**config.mk**
```make
export PLATFORM = sky130hd
export DESIGN_NAME = lfsr_rng_sched
export DESIGN_NICKNAME = d
export VERILOG_FILES = /design/src/rtl/lfsr_pkg.sv /design/src/rtl/lfsr_core.sv /design/src/rtl/lfsr_rng_sched.sv
export SDC_FILE = /design/constraint.sdc
export NUM_CORES = 1
export LEC_CHECK = 0
export CORE_ASPECT_RATIO = 1.75
export CORE_UTILIZATION = 50
export CTS_CLUSTER_DIAMETER = 100
export DETAILED_ROUTE_END_ITERATION = 8
export HOLD_SLACK_MARGIN = 0.02
export PLACE_DENSITY = 0.79
export SLEW_MARGIN = 20
export SYNTH_ARGS = -nofsm -noshare
export SYNTH_HDL_FRONTEND = slang
export SYNTH_SLANG_ARGS = --single-unit
```
**constraint.sdc**
```tcl
create_clock -name clk -period 2 [get_ports clk]
set_input_delay 0.4 -clock clk [delete_from_list [all_inputs] [get_ports clk]]
set_output_delay 0.4 -clock clk [all_outputs]
set_load 0.005 [all_outputs]
```
**src/rtl/lfsr_pkg.sv**
```systemverilog
// Shared types and constants for the LFSR random-number scheduler.
// Also holds the single-step function of the 16-bit Fibonacci LFSR.
package lfsr_pkg;

  localparam int LFSR_W = 16;
  localparam logic [LFSR_W-1:0] LFSR_RESET = 16'hFFFF;
  localparam logic [LFSR_W-1:0] LFSR_TAPS  = 16'hB400;

  typedef enum logic [1:0] {
    ST_WARMUP  = 2'd0,
    ST_SERVE   = 2'd1,
    ST_ADVANCE = 2'd2
  } state_e;

  // An all-zero register would lock up, so it is pushed back to the reset state
  function automatic logic [LFSR_W-1:0] lfsr_next(input logic [LFSR_W-1:0] q);
    logic [LFSR_W-1:0] n;
    if (q == 16'h0000) begin
      n = LFSR_RESET;
    end else begin
      n = {q[LFSR_W-2:0], ^(q & LFSR_TAPS)};
    end
    return n;
  endfunction

endpackage

```
**src/rtl/lfsr_core.sv**
```systemverilog
// 16-bit Fibonacci LFSR register with seed load (priority) and step enable.
module lfsr_core
  import lfsr_pkg::*;
(
  input  logic              i_clk,
  input  logic              i_rst_n,
  input  logic              i_load,
  input  logic [LFSR_W-1:0] i_seed,
  input  logic              i_step,
  output logic [LFSR_W-1:0] o_q
);

  logic [LFSR_W-1:0] r_q;

  // LFSR state: load beats step; a zero seed is replaced by the reset value
  always_ff @(posedge i_clk or negedge i_rst_n) begin
    if (!i_rst_n) begin
      r_q <= LFSR_RESET;
    end else if (i_load) begin
      r_q <= (i_seed == 16'h0000) ? LFSR_RESET : i_seed;
    end else if (i_step) begin
      r_q <= lfsr_next(r_q);
    end
  end

  assign o_q = r_q;

endmodule

```
**src/rtl/lfsr_rng_sched.sv**
```systemverilog
// Round-robin scheduler sharing one LFSR among NREQ requesters (warm-up, serve, advance).
// Optional grant counter port enabled by defining LFSR_GRANT_CNT_EN.
module lfsr_rng_sched
  import lfsr_pkg::*;
#(
  parameter int NREQ         = 4,
  parameter int WARMUP_STEPS = 16,
  parameter int ADV_STEPS    = 3
) (
  input  logic              clk,
  input  logic              rst,
  input  logic              seed_load,
  input  logic [LFSR_W-1:0] seed_in,
  input  logic [NREQ-1:0]   req,
  output logic [NREQ-1:0]   gnt,
  output logic [LFSR_W-1:0] rnd_data,
  output logic              busy
`ifdef LFSR_GRANT_CNT_EN
  ,
  output logic [15:0]       grant_cnt
`endif
);

  localparam int PTR_W = $clog2(NREQ);
  localparam int CNT_W = 8;

  state_e            r_state;
  logic [CNT_W-1:0]  r_cnt;
  logic [PTR_W-1:0]  r_rr_ptr;
  logic [NREQ-1:0]   r_gnt;
  logic [LFSR_W-1:0] r_rnd_data;

  logic [LFSR_W-1:0] w_lfsr;
  logic              w_step;
  logic              w_any_req;
  logic [PTR_W-1:0]  w_pick;
  logic [PTR_W:0]    w_sum;
  logic [PTR_W-1:0]  w_idx;
  logic [PTR_W-1:0]  w_ptr_next;
  logic [NREQ-1:0]   w_gnt_onehot;

  assign w_step = (r_state != ST_SERVE);

  lfsr_core u_lfsr_core (
    .i_clk   (clk),
    .i_rst_n (rst),
    .i_load  (seed_load),
    .i_seed  (seed_in),
    .i_step  (w_step),
    .o_q     (w_lfsr)
  );

  // Scan from the highest circular offset down so the first requester at/after rr_ptr wins
  always_comb begin
    w_any_req = 1'b0;
    w_pick    = r_rr_ptr;
    w_sum     = {(PTR_W+1){1'b0}};
    w_idx     = {PTR_W{1'b0}};
    for (int k = NREQ - 1; k >= 0; k--) begin
      w_sum     = {1'b0, r_rr_ptr} + (PTR_W+1)'(k);
      w_idx     = (w_sum >= (PTR_W+1)'(NREQ)) ? PTR_W'(w_sum - (PTR_W+1)'(NREQ)) : PTR_W'(w_sum);
      w_pick    = req[w_idx] ? w_idx : w_pick;
      w_any_req = w_any_req | req[w_idx];
    end
  end

  assign w_ptr_next   = (w_pick == PTR_W'(NREQ - 1)) ? {PTR_W{1'b0}} : (w_pick + PTR_W'(1));
  assign w_gnt_onehot = {{(NREQ-1){1'b0}}, 1'b1} << w_pick;

  // Sequencer: seed_load overrides everything, including a grant decided in the same cycle
  always_ff @(posedge clk or negedge rst) begin
    if (!rst) begin
      r_state    <= ST_WARMUP;
      r_cnt      <= CNT_W'(WARMUP_STEPS);
      r_rr_ptr   <= {PTR_W{1'b0}};
      r_gnt      <= {NREQ{1'b0}};
      r_rnd_data <= {LFSR_W{1'b0}};
    end else if (seed_load) begin
      r_state <= ST_WARMUP;
      r_cnt   <= CNT_W'(WARMUP_STEPS);
      r_gnt   <= {NREQ{1'b0}};
    end else begin
      case (r_state)
        ST_WARMUP, ST_ADVANCE: begin
          r_gnt <= {NREQ{1'b0}};
          if (r_cnt <= 8'd1) begin
            r_state <= ST_SERVE;
          end else begin
            r_cnt <= r_cnt - 8'd1;
          end
        end
        ST_SERVE: begin
          if (w_any_req) begin
            r_gnt      <= w_gnt_onehot;
            r_rnd_data <= w_lfsr;
            r_rr_ptr   <= w_ptr_next;
            r_cnt      <= CNT_W'(ADV_STEPS);
            r_state    <= ST_ADVANCE;
          end else begin
            r_gnt <= {NREQ{1'b0}};
          end
        end
        default: begin
          r_state <= ST_WARMUP;
          r_cnt   <= CNT_W'(WARMUP_STEPS);
          r_gnt   <= {NREQ{1'b0}};
        end
      endcase
    end
  end

  assign gnt      = r_gnt;
  assign rnd_data = r_rnd_data;
  assign busy     = (r_state != ST_SERVE);

`ifdef LFSR_GRANT_CNT_EN
  logic [15:0] r_grant_cnt;

  // Counts grant decisions so the count moves together with the gnt pulse
  always_ff @(posedge clk or negedge rst) begin
    if (!rst) begin
      r_grant_cnt <= 16'h0000;
    end else if (seed_load) begin
      r_grant_cnt <= 16'h0000;
    end else if ((r_state == ST_SERVE) && w_any_req) begin
      r_grant_cnt <= r_grant_cnt + 16'h0001;
    end
  end

  assign grant_cnt = r_grant_cnt;
`endif

endmodule
```
======== Word level (Yosys, flattened, before mapping) ========
Cells that the tools add are included.
storage, ports and cells
  output and inout port bits .............. 21
  input port bits ......................... 23
  bits in registers ....................... 48
operators by class
  bitwise logic cells ..................... 4
  multiplexer cells ....................... 32
  $lt $le $gt $ge ......................... 9
  shift-type cells ........................ 1
  eq/ne operators ......................... 7
  reductions and logical operators ........ 9
  $add $sub $neg .......................... 9
operators by type and width
  operator                                                                              count
  16-bit 2-to-1 mux                                                                     4
  16-bit logical NOT                                                                    2
  2-bit 2-to-1 mux                                                                      12
  8-bit 2-to-1 mux                                                                      3
  8-bit case mux with 2 select lines                                                    1
  16-bit parity                                                                         1
  2-bit by 3-bit < comparator with 1-bit output (second input constant)                 4
  4-bit 2-to-1 mux                                                                      3
  3-bit greater-or-equal comparator (second input constant)                             3
  3-bit != test (second input constant)                                                 3
  1-bit binary-select mux with 2-bit select                                             4
  8-bit by 1-bit less-or-equal comparator with 1-bit output (second input constant)     1
  2-bit by 1-bit subtractor with 2-bit output (second input constant)                   4
  8-bit by 1-bit subtractor with 8-bit output (second input constant)                   1
  2-bit by 2-bit adder with 3-bit output (second input constant)                        2
  2-bit == test (second input constant)                                                 2
  1-bit 2-to-1 mux                                                                      4
  2-bit case mux with 2 select lines                                                    1
  2-bit AND reduction                                                                   2
  1-bit by 2-bit << shifter with 4-bit output (first input constant)                    1
  2-bit by 1-bit adder with 3-bit output (second input constant)                        1
  2-bit by 3-bit greater-or-equal comparator with 1-bit output (second input constant)  1
  1-bit bitwise OR                                                                      3
  3-bit AND reduction                                                                   1
  other kinds (7)                                                                       7

======== Longest topological paths before layout ========
  depth in word-level cells ............... 13
  mapped depth ............................ 7
  gate-level depth less buffers ........... 7

======== Cells and area by module ========
A second synthesis with hierarchy kept.
second synthesis, totals
  cells, all modules ...................... 226
  area total of the unflattened synthesis .. 2424.8 µm²
by module, submodules not included
  module          cells each  times used  seq. area each (µm²)  area each (µm²)
  lfsr_rng_sched  137         1           802.0                 1571.5
  lfsr_core       89          1           420.4                 853.3

======== Worst setup path after synthesis ========
Ideal clock, no wire load.
  path type ............................... input -> register
  start point ............................. in seed_load
  end point ............................... reg r_rnd_data[10], in the netlist rnd_data[10]
  setup slack ............................. 0.291 ns
  stages .................................. 5
  data arrival time ....................... 1.581 ns
  library setup time ...................... 0.128 ns
  data required time ...................... 1.872 ns
  path buffers ............................ 2
  cell sequence ........................... or3b_1 buf_2 nor2_4 buf_4 mux2_1
on the way
  cells in the longest elaborated chain, start to end .. 2
RTL lines
  element                               line                  source
  from (decl)                           lfsr_rng_sched.sv:12  input logic seed_load,
  1-bit inverter (no source line)       n/a
  3-bit AND reduction (no source line)  n/a
  to (signal assigned)                  lfsr_rng_sched.sv:77  r_rnd_data <= {LFSR_W{1'b0}};
  to (signal assigned)                  lfsr_rng_sched.sv:95  r_rnd_data <= w_lfsr;
  to (decl)                             lfsr_rng_sched.sv:31  logic [LFSR_W-1:0] r_rnd_data;
Every way passes these cells.
A chain may end at the register's enable or synchronous reset.

======== Worst setup path in the final report ========
  start point ............................. reg r_state[0]
  end point ............................... out busy
on the way
  cells in the longest elaborated chain, start to end .. 1
RTL lines
  element                                   line                   source
  from (decl)                               lfsr_rng_sched.sv:27   state_e r_state;
  from (signal assigned)                    lfsr_rng_sched.sv:73   r_state <= ST_WARMUP;
  from (signal assigned)                    lfsr_rng_sched.sv:79   r_state <= ST_WARMUP;
  from (signal assigned)                    lfsr_rng_sched.sv:87   r_state <= ST_SERVE;
  2-bit by 1-bit != test with 1-bit output  lfsr_rng_sched.sv:114  assign busy = (r_state != ST_SERVE);
  to (decl)                                 lfsr_rng_sched.sv:17   output logic busy
Every way passes these cells.

==> impl_metrics.py <==
metrics = {
    "outcome": {
        "outcome": "completed",
    },
    "yosys": {
        "syn-cell-area_um2": 2450,
        "synth_edf_count": 0,
        "synth_seq_cells": 48,
        "yosysUniqueCellTypes": 53,
        "synth.avg_cell_area_um2": 11.8,
        "yosys_warnings": 0,
        "async_reset_ff_frac": 1.00,
        "ys.flop_type": "dfrtp_1",
        "ys_seq_area_frac": 0.499,
        "synth_nets": 237,
        "netlist_instances": 207,
    },
    "clocking": {
        "cts_tree": "done",
        "cts_sinks": 48,
        "path_clk_slew_ps": 80,
        "cts_hold_buffers": 0,
        "cts.root.buffer_cell": "clkbuf_8",
        "cts_buffer_depth": 2,
        "h-tree-depth": 2,
        "numCtsBuffers": 5,
        "clock_latency_ps": 290,
    },
    "placed_design": {
        "post-dp-hpwl_um": 3850,
        "port_buffers": 43,
        "dpl-instance-area_um2": 3050,
        "place_congestion": 0.956,
        "pre_cts_slack_ps": -174,
    },
    "drt": {
        "drc": 0,
        "wire_per_inst_um": 16.2,
        "wirelength_um": 5160,
        "ant_nets": 0,
        "dr.first_iter.drc_count": 49,
        "route.vias.total": 1866,
        "firstDrtPassIters": 4,
        "vias_per_cell": 5.85,
    },
    "floorplanning": {
        "die-width_um": 54.9,
        "start_util": 0.520,
        "rows": 33,
        "core_area_um2": 4710,
        "die_y_um": 94.6,
        "die_area_um2": 5190,
        "num_io_pins": 44,
    },
    "worst_setup_path": {
        "critPathRequiredTime_ps": 1600,
        "cp-end-kind": "output pin",
        "reg2regPathDepth": 6,
        "rr_startpoint": "r_cnt[0]$_DFFE_PN0P_",
        "arrival_ps": 1510,
        "critPathLaunchType": "flip-flop",
        "critPathMaxFanout": 7,
        "rrSetupSlack_ps": 170,
        "reg2reg_to": "r_cnt[6]$_DFFE_PN0P_",
        "worstSetupPathType": "flip-flop to output pin",
    },
    "sta": {
        "max_slew_margin": 0.615,
        "whs_ps": 192,
        "drv_slew": 0,
        "setup_ws_ps": 85.3,
        "rsz0062_at_grt": "false",
        "finalCriticalPeriod_ps": 1910,
        "worst_slew_pin_slew_ps": 578,
        "fin_setup_tns_ps": 0,
        "fmax_ghz": 0.522,
        "fin_skew_ps": 8.33,
        "hold_violations": 0,
        "period_share": 0.957,
        "finalSetupViolCount": 0,
    },
    "global_routing": {
        "grt_pass1_wl_um": 8550,
        "grt_overflow_total": 0,
        "grt_use_total": 0.224,
        "grt_max_degree": 49,
        "first_global_vias": 1923,
        "antenna_found_initial": 0,
    },
    "layout": {
        "diodes": 0,
        "multiInputGateArea_um2": 1160,
        "layout.nets": 296,
        "finish.instance_area_um2": 3140,
        "regArea_um2": 1220,
        "fillers": 400,
        "synthToLayoutAreaGrowth_pct": 28.3,
        "layout-drive-gt1-share": 0.255,
    },
    "power": {
        "leakage_nw": 1.31,
        "ir_drop_uv": 583,
        "powerDensity_nw_per_um2": 1090,
    },
    "worst_hold_path": {
        "holdCritPathClass": "primary input to async pin",
    },
    "run": {
        "cap_viol_max_count": 0,
    },
}
-- power breakdown --
| part | internal (W) | switching (W) | total, W |
|---|---|---|---|
| Sequential | 0.00131 | 0.000227 | 0.00153 |
| Clock | 0.000284 | 0.000316 | 0.000599 |
| Combinational | 0.000765 | 0.000519 | 0.00128 |
-- synthesized netlist by cell type (2+ instances only) --
cell      count  area, um2
dfrtp_1      31        776
nand2b_1     20        125
dfstp_2      17        447
o221a_2      17        191
mux2_1       16        180
inv_1        11       41.3
nor2_1        9       33.8
nand2_1       8       30.0
ha_1          7       87.6
nor4_1        7       43.8
a21oi_1       5       25.0
and2_1        4       25.0
mux2i_1       3       30.0
nor2b_1       3       18.8
nor3_1        3       15.0
xnor2_1       3       26.3
buf_2         2       10.0
buf_4         2       15.0
clkbuf_1      2       7.51
nand4_1       2       12.5
nor4b_1       2       17.5
o21ai_0       2       10.0
-- routing by layer --
metal	track usage	vias to the layer above	part of all wire
met1	0.246	912	0.39
met5	0	-	0
met2	0.405	54	0.54
met3	0.0322	12	0.038
li1	-	888	-
met4	0.0938	0	0.025
-- metrics by stage --
step	instances	power, W	util
floorplan	207	0.00221	-
global placement	311	0.00280	0.647
detailed placement	311	0.00284	0.647
CTS	319	0.00345	0.667
global route	319	0.00368	0.668
finish	319	0.00342	0.668
-- sequential cells by signal, summed over array words and instances, names as in the netlist --
| name | flops |
|---|---|
| gnt | 4 |
| r_cnt | 8 |
| rnd_data | 16 |
| r_rr_ptr | 2 |
| r_state | 2 |
| u_lfsr_core.o_q | 16 |
-- worst max-delay path: stages, from the launching register on --
cell             delay, ps
dfrtp_2                460
nor2b_2                190
inv_1                   80
clkdlybuf4s50_1        500
-- worst max-delay path by stage --
stage	cells after the start	start	slack, ps	end
finish	3	r_state[0]$_DFFE_PN0P_	90	busy
global route	3	r_state[0]$_DFFE_PN0P_	30	busy
CTS	3	r_state[0]$_DFFE_PN0P_	4	busy
detailed placement	7	req[1]	-170	r_rr_ptr[1]$_DFFE_PN0P_
global placement	7	req[1]	-120	r_rr_ptr[1]$_DFFE_PN0P_
floorplan	5	seed_load	290	rnd_data[10]$_DFFE_PN0P_
-- what timing repair did --
action / 4_1_cts / 5_1_grt
buffers inserted: 0 / 0
gates resized for setup: 0 / 2
endpoints found under the setup margin: 0 / 1
-- cells by family after synthesis --
kind of cell / synth area share
buf+inv: 0.0301
xor+xnor: 0.0107
flops: 0.499
mux: 0.0858
fa+ha+maj: 0.0357
simple gates: 0.179
compound gates: 0.160
-- cell usage in the layout (no fill, tap or decap), types with 2 or more instances in the layout --
cell type / synthesis / final
a21oi_1: 5 / 5
nor4b_1: 2 / 2
xnor2_1: 3 / 3
o21ai_0: 2 / 2
nor4_1: 7 / 7
nand2_1: 8 / 8
clkbuf_8: 0 / 6
o221a_2: 17 / 17
buf_4: 2 / 13
and2_1: 4 / 4
dfstp_2: 17 / 17
dfrtp_1: 31 / 30
nor2b_1: 3 / 2
buf_12: 0 / 2
nand4_1: 2 / 2
ha_1: 7 / 7
nor2_1: 9 / 9
inv_1: 11 / 11
clkdlybuf4s50_1: 0 / 42
nand2b_1: 20 / 20
mux2i_1: 3 / 3
nor3_1: 3 / 3
mux2_1: 16 / 16
-- cell type report --
cell class / instances / share of cell area
Clock inverter: 1 / 0.00279
Inverter: 11 / 0.0131
Multi-Input combinational cell: 142 / 0.368
Sequential cell: 48 / 0.389
Timing Repair Buffer: 58 / 0.179
Tap cell: 52 / 0.0207
Clock buffer: 7 / 0.0275
(Power assumes the default switching activity.)
